**config.mk**
```make
export PLATFORM = sky130hd
export DESIGN_NAME = cordic_floatingpoint_job_arbiter
export DESIGN_NICKNAME = d
export VERILOG_FILES = /design/src/rtl/cordic_floatingpoint_job_arbiter.sv
export SDC_FILE = /design/constraint.sdc
export NUM_CORES = 1
export LEC_CHECK = 0
export CORE_UTILIZATION = 49
export DETAILED_ROUTE_END_ITERATION = 10
export PLACE_DENSITY = 0.76
export SKIP_CTS_REPAIR_TIMING = 1
export SLEW_MARGIN = 20
export SYNTH_ARGS = -nofsm -noshare
export SYNTH_HDL_FRONTEND = slang
export SYNTH_SLANG_ARGS = --single-unit
export TNS_END_PERCENT = 20
```
**constraint.sdc**
```tcl
create_clock -name iClk -period 2.3 [get_ports iClk]
set_input_delay 0.46 -clock iClk [delete_from_list [all_inputs] [get_ports iClk]]
set_output_delay 0.46 -clock iClk [all_outputs]
set_load 0.01 [all_outputs]
```
**src/rtl/cordic_floatingpoint_job_arbiter.sv**
```systemverilog
// Job arbiter sharing one floating-point CORDIC core between two requester
// FIFOs (A and B). Grants a FIFO read, launches the job into the core, and
// tracks job ownership in a tag FIFO so each result-valid pulse from the
// core is steered back to its requester in launch order.
module cordic_floatingpoint_job_arbiter #(
    parameter int TAG_DEPTH = 4,
    parameter int CNT_W     = $clog2(TAG_DEPTH + 1)
) (
    input  logic             iClk,
    input  logic             iReset,
    input  logic [1:0]       iMode,
    input  logic             iFifo_empty_a,
    input  logic             iFifo_empty_b,
    output logic             oFifo_rdreq_a,
    output logic             oFifo_rdreq_b,
    output logic             oSel,
    input  logic             iCore_ready,
    output logic             oIssue,
    input  logic             iCore_valid,
    output logic             oValid_a,
    output logic             oValid_b,
    output logic [CNT_W-1:0] oOutstanding,
    output logic             oBusy,
    output logic             oError
);

    localparam int               PTR_W   = $clog2(TAG_DEPTH);
    localparam logic [CNT_W-1:0] DEPTH_C = CNT_W'(TAG_DEPTH);

    typedef enum logic [1:0] {
        IDLE,
        READ,
        LAUNCH
    } state_t;

    state_t           state_q;
    logic             last_grant_q;   // 0 = A, 1 = B
    logic             sel_q;
    logic             rdreq_a_q;
    logic             rdreq_b_q;
    logic             issue_q;
    logic             valid_a_q;
    logic             valid_b_q;
    logic             error_q;
    logic [CNT_W-1:0] count_q;
    logic [PTR_W-1:0] wr_ptr_q;
    logic [PTR_W-1:0] rd_ptr_q;
    logic             tags_q [TAG_DEPTH];

    logic             any_req;
    logic             grant;
    logic             win_d;
    logic             push;
    logic             pop;

    // Pick the winning requester and decide whether a grant happens this cycle.
    always_comb begin
        // NOTE: every always_comb output gets a default first so no path leaves it unassigned (no latch).
        win_d = ~last_grant_q;
        if (iFifo_empty_a) begin
            win_d = 1'b1;
        end else if (iFifo_empty_b) begin
            win_d = 1'b0;
        end else begin
            case (iMode)
                2'd1:    win_d = 1'b0;
                2'd2:    win_d = 1'b1;
                default: win_d = ~last_grant_q;
            endcase
        end
    end

    assign any_req = ~iFifo_empty_a | ~iFifo_empty_b;
    assign grant   = (state_q == IDLE) & iCore_ready & (count_q < DEPTH_C) & any_req;
    // The winner is held on sel_q through LAUNCH, so it doubles as the tag.
    assign push    = (state_q == LAUNCH);
    // A result with no job in flight is an error, not a pop.
    assign pop     = iCore_valid & (count_q != '0);

    // Grant / read / launch sequencer with registered one-cycle pulses.
    always_ff @(posedge iClk) begin
        if (iReset) begin
            state_q      <= IDLE;
            last_grant_q <= 1'b1;
            sel_q        <= 1'b0;
            rdreq_a_q    <= 1'b0;
            rdreq_b_q    <= 1'b0;
            issue_q      <= 1'b0;
        end else begin
            // NOTE: pulses default low each cycle and are raised only in the branch that owns them.
            rdreq_a_q <= 1'b0;
            rdreq_b_q <= 1'b0;
            issue_q   <= 1'b0;
            case (state_q)
                IDLE: begin
                    if (grant) begin
                        rdreq_a_q    <= ~win_d;
                        rdreq_b_q    <= win_d;
                        sel_q        <= win_d;
                        last_grant_q <= win_d;
                        state_q      <= READ;
                    end
                end
                READ: begin
                    issue_q <= 1'b1;
                    state_q <= LAUNCH;
                end
                LAUNCH: begin
                    state_q <= IDLE;
                end
                default: begin
                    state_q <= IDLE;
                end
            endcase
        end
    end

    // Tag FIFO pointers, outstanding counter, result steering and sticky error.
    always_ff @(posedge iClk) begin
        if (iReset) begin
            wr_ptr_q  <= '0;
            rd_ptr_q  <= '0;
            count_q   <= '0;
            valid_a_q <= 1'b0;
            valid_b_q <= 1'b0;
            error_q   <= 1'b0;
        end else begin
            valid_a_q <= pop & ~tags_q[rd_ptr_q];
            valid_b_q <= pop & tags_q[rd_ptr_q];
            if (push) begin
                wr_ptr_q <= wr_ptr_q + PTR_W'(1);
            end
            if (pop) begin
                rd_ptr_q <= rd_ptr_q + PTR_W'(1);
            end
            if (iCore_valid && (count_q == '0)) begin
                error_q <= 1'b1;
            end
            case ({push, pop})
                2'b10:   count_q <= count_q + CNT_W'(1);
                2'b01:   count_q <= count_q - CNT_W'(1);
                default: count_q <= count_q;
            endcase
        end
    end

    // Tag storage written at launch with the owning requester.
    always_ff @(posedge iClk) begin
        // NOTE: storage has no reset; resetting the pointers and count is what flushes it.
        if (push) begin
            tags_q[wr_ptr_q] <= sel_q;
        end
    end

    assign oFifo_rdreq_a = rdreq_a_q;
    assign oFifo_rdreq_b = rdreq_b_q;
    assign oSel          = sel_q;
    assign oIssue        = issue_q;
    assign oValid_a      = valid_a_q;
    assign oValid_b      = valid_b_q;
    assign oOutstanding  = count_q;
    assign oBusy         = (state_q != IDLE) | (count_q != '0);
    assign oError        = error_q;

endmodule

```
==> results.sh <==
export IMPL_placed_cell_area_mm2=0.00120
export IMPL_place_port_buffers=18
export IMPL_period_needed_ns=2.15
export IMPL_slew_violations=0
export IMPL_hold_ws_ns=0.481
export IMPL_yosys_warnings=0
export IMPL_hpwl_um=1280
export IMPL_synth_flop_cell="dfxtp_1"
export IMPL_ios=19
export IMPL_hold_class="reg2reg"
export IMPL_area_delta_synth_final_pct=27.2
export IMPL_status="finished clean"
export IMPL_grt_first_pass_wirelength_um=2720
export IMPL_first_global_vias=653
export IMPL_worstSetupEndpointType="flop"
export IMPL_ys_types=33
export IMPL_cts_tree="built"
export IMPL_cp_cell_sequence="clkdlybuf4s50_1 -> o31ai_1 -> inv_1 -> ha_1 -> inv_1 -> fa_1 -> xor2_1 -> or3_2 -> a21oi_1"
export IMPL_place_congestion=0.779
export IMPL_crit_fanout=2
export IMPL_cts_sinks=23
export IMPL_hold_depth=2
export IMPL_maxCapViolCount=0
export IMPL_tightest_slew_ns=0.528
export IMPL_ys_ff_latch=23
export IMPL_fin_util=0.690
export IMPL_rsz0062_at_grt="no"
export IMPL_reg2reg_depth=8
export IMPL_critPathArrivalTime_ns=2.40
export IMPL_yosysMostFrequentCell="dfxtp_1"
export IMPL_synth_area_leader_cell="dfxtp_1"
export IMPL_via_per_inst=4.88
export IMPL_antenna_left=0
export IMPL_finalCritPeriodShare=0.935
export IMPL_clk_pin_slew_ns=0.12
export IMPL_avgSynthCellArea_um2=10.6
export IMPL_track_usage=0.186
export IMPL_synthTopCellsByCount="19 x dfxtp_1, 11 x nor2_1, 9 x inv_1"
export IMPL_start_util=0.542
export IMPL_powerDensity_mw_per_mm2=684
export IMPL_drive_gt1_frac=0.0957
export IMPL_cts_inserted_buffers=3
export IMPL_clock_latency_ns=0.30
export IMPL_worstReg2RegStart="oOutstanding[2]"
export IMPL_fin_skew_ns=0.00789
export IMPL_synth_edff_count=4
export IMPL_synthesis_nets=106
export IMPL_cts_root_buf="clkbuf_4"
export IMPL_fp_dieH_um=46.4
export IMPL_hold_violations=0
export IMPL_fin_area_mm2=0.00123
export IMPL_p_leak_nw=0.476
export IMPL_syn_inst=91
export IMPL_grt_max_degree=14
export IMPL_crit_top_cell="inv_1"
export IMPL_slowest_delay_ns=0.48
export IMPL_synth_top_area_frac=0.393
export IMPL_hp_start="oError"
export IMPL_r2r_end="oOutstanding[2]"
export IMPL_fin_nets=131
export IMPL_critPathLaunchType="primary input"
export IMPL_std_cell_rows=15
export IMPL_netlist_area_um2=967
export IMPL_cpLargestDelayFamily="buffers and inverters"
export IMPL_relSlewSlack=0.644
export IMPL_setup_viol=0
export IMPL_rrSetupSlack_ns=0.25
export IMPL_h_tree_depth=1
export IMPL_drtPass1Iterations=2
export IMPL_critPathRequiredTime_ns=2.55
export IMPL_ir_worst_vdd_v=0.000404
export IMPL_critPathKind="in2reg"
export IMPL_multi_input_area_um2=420
export IMPL_ff_latch_area_um2=500
export IMPL_yosysSeqAreaShare=0.517
export IMPL_dieArea_mm2=0.00216
export IMPL_grt_remaining_overflow=0
export IMPL_slowest_stage="clkdlybuf4s50_1"
export IMPL_antenna_found_initial=0
export IMPL_core_mm2=0.00178
export IMPL_synth_async_sr_flop_share=0
export IMPL_crit_buf_inv=3
export IMPL_wl_per_cell_um=12.1
export IMPL_hold_end="oError"
export IMPL_clock_tree_buffer_depth=2
export IMPL_wirelength_um=1690
export IMPL_drcViolationCount=0
export IMPL_detail_route_iter0_violations=2
export IMPL_max_freq_mhz=465
export IMPL_dr_total_vias=683
export IMPL_diodes=0
export IMPL_die_width_um=46.4
export IMPL_synthTopCellsByArea="dfxtp_1 39%, edfxtp_1 12%, ha_1 7.8%"
export IMPL_fillers=153
-- logic make-up after synthesis --
| family | Yosys count | synth area share |
|---|---|---|
| AND/OR/NAND/NOR | 30 | 0.176 |
| buffers and inverters | 12 | 0.0479 |
| XOR/XNOR | 5 | 0.0453 |
| adder cells (fa/ha/maj) | 7 | 0.0983 |
| multiplexers | 2 | 0.0336 |
| flip-flops | 23 | 0.517 |
| AO/OA/AOI/OAI | 12 | 0.0815 |
-- final cells by class --
type                       count  area share
multi-input combinational     56       0.342
tap                           25      0.0254
sequential                    23       0.407
clock buffer                   4      0.0214
inverter                       9      0.0275
timing repair buffer          23       0.177
-- metrics by stage --
stage | setup WS [ns] | power, W | instances | TNS (ns)
global route | 0.0491 | 0.000890 | 140 | 0
CTS | 0.141 | 0.000851 | 140 | 0
floorplan | 0.303 | 0.000577 | 91 | 0
detailed placement | -0.172 | 0.000672 | 136 | -0.172
global placement | -0.0993 | 0.000665 | 136 | -0.0993
finish | 0.149 | 0.000841 | 140 | 0
-- sequential cells by signal, summed over array words and instances (netlist names), named ones only --
| name | flops |
|---|---|
| tags_q | 4 |
| oOutstanding | 3 |
| rd_ptr_q | 2 |
| state_q | 2 |
| wr_ptr_q | 2 |
| last_grant_q | 1 |
| oError | 1 |
| oFifo_rdreq_a | 1 |
| oFifo_rdreq_b | 1 |
| oIssue | 1 |
| oSel | 1 |
| oValid_a | 1 |
| oValid_b | 1 |
-- power by group --
group	leakage (nW)	switching, W	internal (W)	total [W]
Sequential	0.192	0.0000271	0.000440	0.000468
Combinational	0.269	0.0000883	0.000108	0.000196
Clock	0.0150	0.000110	0.0000676	0.000177
Total	0.476	0.000225	0.000616	0.000841
-- worst max path at each step --
stage / cells after the start / slack (ns) / endpoint / from
detailed placement: 9 / -0.17 / oOutstanding[2] / iCore_valid
finish: 9 / 0.15 / oOutstanding[2] / iCore_valid
CTS: 9 / 0.14 / oOutstanding[2] / iCore_valid
global placement: 9 / -0.1 / oOutstanding[2] / iCore_valid
floorplan: 8 / 0.30 / oOutstanding[2] / oOutstanding[2]
global route: 9 / 0.05 / oOutstanding[2] / iCore_valid
-- layout by cell type (no fill, tap or decap), types with 2 or more instances in the layout --
| cell type | synthesis | routed |
|---|---|---|
| a21oi_1 | 4 | 4 |
| and2_1 | 4 | 4 |
| buf_4 | 0 | 5 |
| clkbuf_4 | 0 | 3 |
| clkdlybuf4s50_1 | 0 | 18 |
| dfxtp_1 | 19 | 19 |
| edfxtp_1 | 4 | 4 |
| ha_1 | 6 | 6 |
| inv_1 | 9 | 9 |
| nand2_1 | 2 | 2 |
| nand2b_1 | 2 | 2 |
| nor2_1 | 11 | 11 |
| nor3_1 | 2 | 2 |
| nor3b_1 | 3 | 3 |
| xor2_1 | 4 | 4 |
-- per-layer routing --
metal,up-vias,track usage,wire length (um)
li1,353,-,-
met4,0,0.106,33
met2,13,0.314,816
met1,313,0.217,796
met3,4,0.0353,45
met5,-,0,0
-- worst min-delay path, delay by kind of cell, from the launching register on --
family | cells | cell delay [ns]
compound gates | 1 | 0.04
simple gates | 1 | 0.07
flops | 1 | 0.34
Note: power is estimated with default switching activity, not from simulation.
